--- src/rtl/wf_completion_tracker.sv ---
// Wavefront completion tracker: per-WF in-flight counters, halt tracking and a
// round-robin valid/ready slot that offers finished wavefronts back to fetch.
module wf_completion_tracker #(
  parameter int NUM_WF       = 40,
  parameter int WF_ID_W      = 6,
  parameter int NUM_RET      = 3,
  parameter int CNT_W        = 4,
  parameter int MAX_INFLIGHT = 15
) (
  input  logic                       clk,
  input  logic                       rst,
  input  logic                       decode_valid,
  input  logic                       decode_halt,
  input  logic [WF_ID_W-1:0]         decode_wfid,
  input  logic                       issue_valid,
  input  logic [WF_ID_W-1:0]         issue_wfid,
  input  logic [NUM_RET-1:0]         retire_valid,
  input  logic [NUM_RET*WF_ID_W-1:0] retire_wfid,
  input  logic                       kill_en,
  input  logic [WF_ID_W-1:0]         kill_wfid,
  input  logic [NUM_WF-1:0]          mem_wait,
  output logic                       done_valid,
  output logic [WF_ID_W-1:0]         done_wfid,
  input  logic                       done_ready,
  output logic [NUM_WF-1:0]          no_inflight,
  output logic [NUM_WF-1:0]          max_inflight,
  output logic                       cnt_err
);

  localparam int SUM_W = CNT_W + 2;

  logic [CNT_W-1:0]   cnt     [NUM_WF];
  logic [CNT_W-1:0]   cnt_nxt [NUM_WF];
  logic [NUM_WF-1:0]  halted, halted_nxt, ovf_nxt, cand;
  logic [WF_ID_W-1:0] rr_ptr, winner, rr_nxt;
  logic               found, accept, slot_free, kill_done;

  // Clamp a signed counter result into [0, MAX_INFLIGHT]; MSB flags a clamp.
  function automatic logic [CNT_W:0] clamp_cnt(input logic signed [SUM_W-1:0] v);
    if (v < 0)
      return {1'b1, {CNT_W{1'b0}}};
    if (v > $signed(SUM_W'(MAX_INFLIGHT)))
      return {1'b1, CNT_W'(MAX_INFLIGHT)};
    return {1'b0, v[CNT_W-1:0]};
  endfunction

  assign accept    = done_valid && done_ready;
  assign slot_free = !done_valid || done_ready;
  assign kill_done = done_valid && kill_en && (kill_wfid == done_wfid);

  always_comb begin
    logic signed [SUM_W-1:0] sum;
    logic [CNT_W:0]          res;
    logic                    kill_hit;
    sum        = '0;
    res        = '0;
    kill_hit   = 1'b0;
    ovf_nxt    = '0;
    halted_nxt = halted;
    cand       = '0;
    for (int i = 0; i < NUM_WF; i++) begin
      kill_hit = kill_en && (kill_wfid == WF_ID_W'(i));
      sum = $signed({2'b00, cnt[i]});
      if (issue_valid && issue_wfid == WF_ID_W'(i))
        sum = sum + $signed(SUM_W'(1));
      for (int k = 0; k < NUM_RET; k++)
        if (retire_valid[k] && retire_wfid[k*WF_ID_W +: WF_ID_W] == WF_ID_W'(i))
          sum = sum - $signed(SUM_W'(1));
      res = clamp_cnt(sum);
      // Kill wins over any same-cycle traffic, so it never raises an error.
      cnt_nxt[i] = kill_hit ? '0 : res[CNT_W-1:0];
      ovf_nxt[i] = !kill_hit && res[CNT_W];

      if (decode_valid && decode_halt && decode_wfid == WF_ID_W'(i))
        halted_nxt[i] = 1'b1;
      if ((accept && done_wfid == WF_ID_W'(i)) || kill_hit)
        halted_nxt[i] = 1'b0;

      cand[i] = halted[i] && (cnt[i] == '0) && !mem_wait[i] && !kill_hit &&
                !(done_valid && done_wfid == WF_ID_W'(i));
    end
  end

  // Round-robin pick starting at rr_ptr.
  always_comb begin
    int                 idx_i;
    logic [WF_ID_W-1:0] idx;
    idx_i  = 0;
    idx    = '0;
    found  = 1'b0;
    winner = '0;
    for (int k = 0; k < NUM_WF; k++) begin
      idx_i = int'(rr_ptr) + k;
      if (idx_i >= NUM_WF)
        idx_i = idx_i - NUM_WF;
      idx = WF_ID_W'(idx_i);
      if (!found && cand[idx]) begin
        found  = 1'b1;
        winner = idx;
      end
    end
    rr_nxt = (winner == WF_ID_W'(NUM_WF - 1)) ? '0 : winner + WF_ID_W'(1);
  end

  always_ff @(posedge clk or negedge rst) begin
    if (!rst) begin
      for (int i = 0; i < NUM_WF; i++)
        cnt[i] <= '0;
      halted     <= '0;
      done_valid <= 1'b0;
      done_wfid  <= '0;
      rr_ptr     <= '0;
      cnt_err    <= 1'b0;
    end else begin
      for (int i = 0; i < NUM_WF; i++)
        cnt[i] <= cnt_nxt[i];
      halted  <= halted_nxt;
      cnt_err <= cnt_err | (|ovf_nxt);
      if (slot_free && found) begin
        done_valid <= 1'b1;
        done_wfid  <= winner;
        rr_ptr     <= rr_nxt;
      end else if (accept || kill_done) begin
        done_valid <= 1'b0;
      end
    end
  end

  always_comb begin
    for (int i = 0; i < NUM_WF; i++) begin
      no_inflight[i]  = (cnt[i] == '0);
      max_inflight[i] = (cnt[i] >= CNT_W'(MAX_INFLIGHT));
    end
  end

endmodule

--- config.mk ---
export PLATFORM = sky130hd
export DESIGN_NAME = wf_completion_tracker
export DESIGN_NICKNAME = d
export VERILOG_FILES = /design/src/rtl/wf_completion_tracker.sv
export SDC_FILE = /design/constraint.sdc
export NUM_CORES = 2
export LEC_CHECK = 0
export BUFFER_PORTS_ARGS = -buffer_cell sky130_fd_sc_hd__buf_2
export CAP_MARGIN = 30
export CORE_UTILIZATION = 45
export CTS_CLUSTER_DIAMETER = 30
export DETAILED_ROUTE_END_ITERATION = 10
export GPL_ROUTABILITY_DRIVEN = 0
export RECOVER_POWER = 25
export SLEW_MARGIN = 40
export SYNTH_ARGS = -nofsm -noshare
export SYNTH_HDL_FRONTEND = slang
export SYNTH_SLANG_ARGS = --single-unit
--- constraint.sdc ---
create_clock -name clk -period 8.52 [get_ports clk]
set_clock_uncertainty 0.1 [all_clocks]
set_input_delay 1.278 -clock clk [delete_from_list [all_inputs] [get_ports clk]]
set_output_delay 1.278 -clock clk [all_outputs]
set_load 0.01 [all_outputs]
==> run metrics <==
Post-synth EDFFs=0; Switch Pwr=13.3 mW; setup_tns=0 ps; Global Route Usage Sum=37.8%; worst hold slack=~430 ps; Nets=a little under 6k; Worst Setup End Kind=register; setup bufs post-CTS=0; # fillers=approximately 8.4k; DR pass1 iterations=9; Routed wire per std cell=between 20 and 30 um; status=finished with violations; register area=around 5400 sq um; Layout area overhead=14.1%; # rows=around 110; Leak=between 15 and 20 nW; drt initial violations=5714; Syn Area/Cell=7.36 sq um; met1 WL=65.7 mm; max_cap viols=3; Internal=between 9 and 10 mW; DIE HEIGHT=approximately 300 um; Slew HR=-83.3%; first-pass GRT wire length=between 200 and 250 mm; met2 routed WL=between 70 and 80 mm; number of port buffers=approximately 170; pin count of the biggest net entering global routing=between 100 and 150; final wirelength=171 mm; combinational share of power=between 80% and 90%; async set-or-reset flop fraction in the synthesized netlist=between 90% and 100%; crit-path max FO=11; Post-CTS Resized=0; multi-input logic area=roughly 32000 sq um; Top FF cell, synth=dfrtp_1; Reg power frac=between 8 and 9%; pwr dens=around 520 nW/um^2; Crit Path Class=reg2reg; Critical Path Start Type=register; metal3 WL=~20 mm; number of global-route vias before repair=between 40k and 50k; DRC=0; Slew @ Worst Pin=2750 ps; TritonCTS buffer count=60; VDD IR max=around 0.00047 V; Starting Density=45.5%; Ys Warns=0; net count after synthesis=between 5k and 6k; clock share of power=10.9%; Max Freq=between 0.1 and 0.15 GHz; clk buf depth=3; Die ar.=87300 sq um; CP required=around 9000 ps; Root Buffer=clkbuf_16; Period minus WS final=just over 8000 ps; Setup Viol. Count Final=0; layout cells sized above 1=a little over an eighth; CTS tree=yes; Routed Antenna Nets=0; Clock Latency Late Sink=around 630 ps; failing checks=capacitance limit, slew limit; Via Count=approximately 44k; H-Tree Depth=2; Gate Count Post-Synth=roughly 5.3k; gr ovfl total=0; final hold vios=0; Final Cycle Share=between 90% and 100%; Max Transition Viols Final=between 100 and 150; DR vias/cell=6.61; register area share after synthesis=13.8%; Ports=approximately 170; Yosys cell types=around 100; Core Region=roughly 85000 sq um; post-synthesis register bit count=between 200 and 250; Die X=295 um; Sw Ratio=about 58%; Reg clk slew, reported paths=~50 ps; Post-DP HPWL=137 mm; RSZ-0062 raised after global routing=false; Synth Cell Area=approximately 39000 sq um; initial antenna violation count=13; CTS hold repair buffers=0; CTS Sinks=214; highest routed layer=met5; Hold WC Path Type=reg2reg; CP arrival=8690 ps
kinds of logic after synthesis:
logic type,Yosys count,share of synthesized area (%)
flops,214,13.8
mux,237,6.85
fa+ha+maj,263,8.48
simple gates,2140,28.7
buf+inv,426,4.32
compound gates,1369,23.8
xor+xnor,621,14.0
Yosys cell counts (29+ instances only):
cell type | number | share of area (%)
o32ai_1 | 47 | 1.1
nor3b_1 | 78 | 1.5
nand3_1 | 178 | 2.3
a21oi_1 | 415 | 5.4
and2_1 | 46 | 0.74
mux2_2 | 117 | 3.4
and3_1 | 88 | 1.4
o211ai_1 | 42 | 0.81
nand4_1 | 129 | 2.1
ha_1 | 257 | 8.3
xnor2_1 | 351 | 7.9
o31ai_1 | 33 | 0.64
nand2b_1 | 64 | 1.0
nor2b_1 | 69 | 1.1
or3_1 | 31 | 0.50
and4_1 | 39 | 0.88
nand2_1 | 482 | 4.7
inv_1 | 235 | 2.3
nor3_1 | 170 | 2.2
a31oi_1 | 45 | 0.73
o21ai_0 | 210 | 2.7
a41oi_1 | 29 | 0.66
a21o_1 | 36 | 0.70
o22ai_1 | 64 | 1.0
or2_2 | 45 | 0.73
a211oi_1 | 86 | 1.7
xor2_1 | 270 | 6.1
nor4_1 | 44 | 0.71
nor2_1 | 499 | 4.8
clkbuf_1 | 135 | 1.3
mux2i_1 | 109 | 2.8
dfrtp_1 | 214 | 14
final cells by class:
class / instances / area share (%)
Timing Repair Buffer: 364 / 5.28
Multi-Input combinational cell: 4630 / 72.2
Tap cell: 1144 / 3.24
Inverter: 243 / 2.06
Antenna cell: 14 / 0.0792
Clock inverter: 37 / 1.27
Sequential cell: 214 / 12.1
Clock buffer: 74 / 3.79
stage by stage:
step	instance area [sq um]	total power [mW]	cells	setup WS [ps]	util, %
after floorplan	38800	13.3	5270	108	-
after global placement	41800	19.2	6592	628	49.0
after detailed placement	41900	19.3	6594	505	49.2
after CTS	44200	21.9	6705	828	51.8
after global routing	44200	24.0	6707	87.1	51.8
final	44200	22.9	6720	267	51.8
path summary, 6_finish.rpt:
kind                                start        end  slack, ps  depth (start not counted)
worst max-delay path            rr_ptr[1]  rr_ptr[0]        270                         27
worst min-delay path            halted[1]  halted[1]        430                          2
worst max register to register  rr_ptr[1]  rr_ptr[0]        270                         27
worst min register to register  halted[1]  halted[1]        430                          2
max in group asynchronous             rst   cnt[143]       2110                          4
min in group asynchronous             rst   cnt[120]        950                          1
power groups by stage:
stage	Clock [mW]	Combinational, mW	Sequential (mW)
after floorplan	0	11.5	1.84
after global routing	2.57	19.4	2.09
after global placement	0	17.2	2.02
after CTS	2.51	17.4	2.02
after detailed placement	0	17.3	2.03
final	2.49	18.4	2.04
critical path, cell delays in order, from the launching register on:
cell and delay, ps:
dfrtp_2 440, clkinv_1 590, ha_1 550, buf_4 250, nor2b_1 590, o21ai_0 220
and2_1 210, inv_1 100, ha_1 240, nor4_1 80, a21oi_1 450, nand3b_1 210
a31oi_1 170, or3_1 430, or4_4 530, or4_4 630, or4_1 510, o21a_1 160
a32oi_1 210, nand3_1 140, nor2_1 200, inv_1 90, ha_1 260, nand2_1 90
nor2_1 40, a41oi_1 330, nor2b_1 120, o31ai_1 190
per-layer routing:
layer | global-route usage [%] | vias to the layer above
li1 | - | 20200
met1 | 46.9 | 20800
met2 | 58.2 | 2704
met3 | 9.84 | 742
met4 | 23.5 | 8
met5 | 0 | -
placed cells by master, fill, tap and decap left out, types with 63 or more instances in the layout:
cell      instances
nand3_1         178
xnor2_1         350
mux2_2          117
ha_1            256
o22ai_1          63
dfrtp_1         211
buf_2           173
nand2b_1         64
buf_4           183
and3_1           88
nand4_1         129
inv_1           234
nor3b_1          66
xor2_1          270
nor2b_1          68
a21oi_1         415
nor3_1          165
o21ai_0         206
mux2i_1         108
nand2_1         482
nor2_1          497
a211oi_1         86
sequential cells by signal, summed over array words and instances, names as in the netlist:
| register | count |
|---|---|
| done_valid | 1 |
| cnt_err | 1 |
| cnt | 160 |
| rr_ptr | 6 |
| halted | 40 |
| done_wfid | 6 |
(Power assumes the default switching activity.)
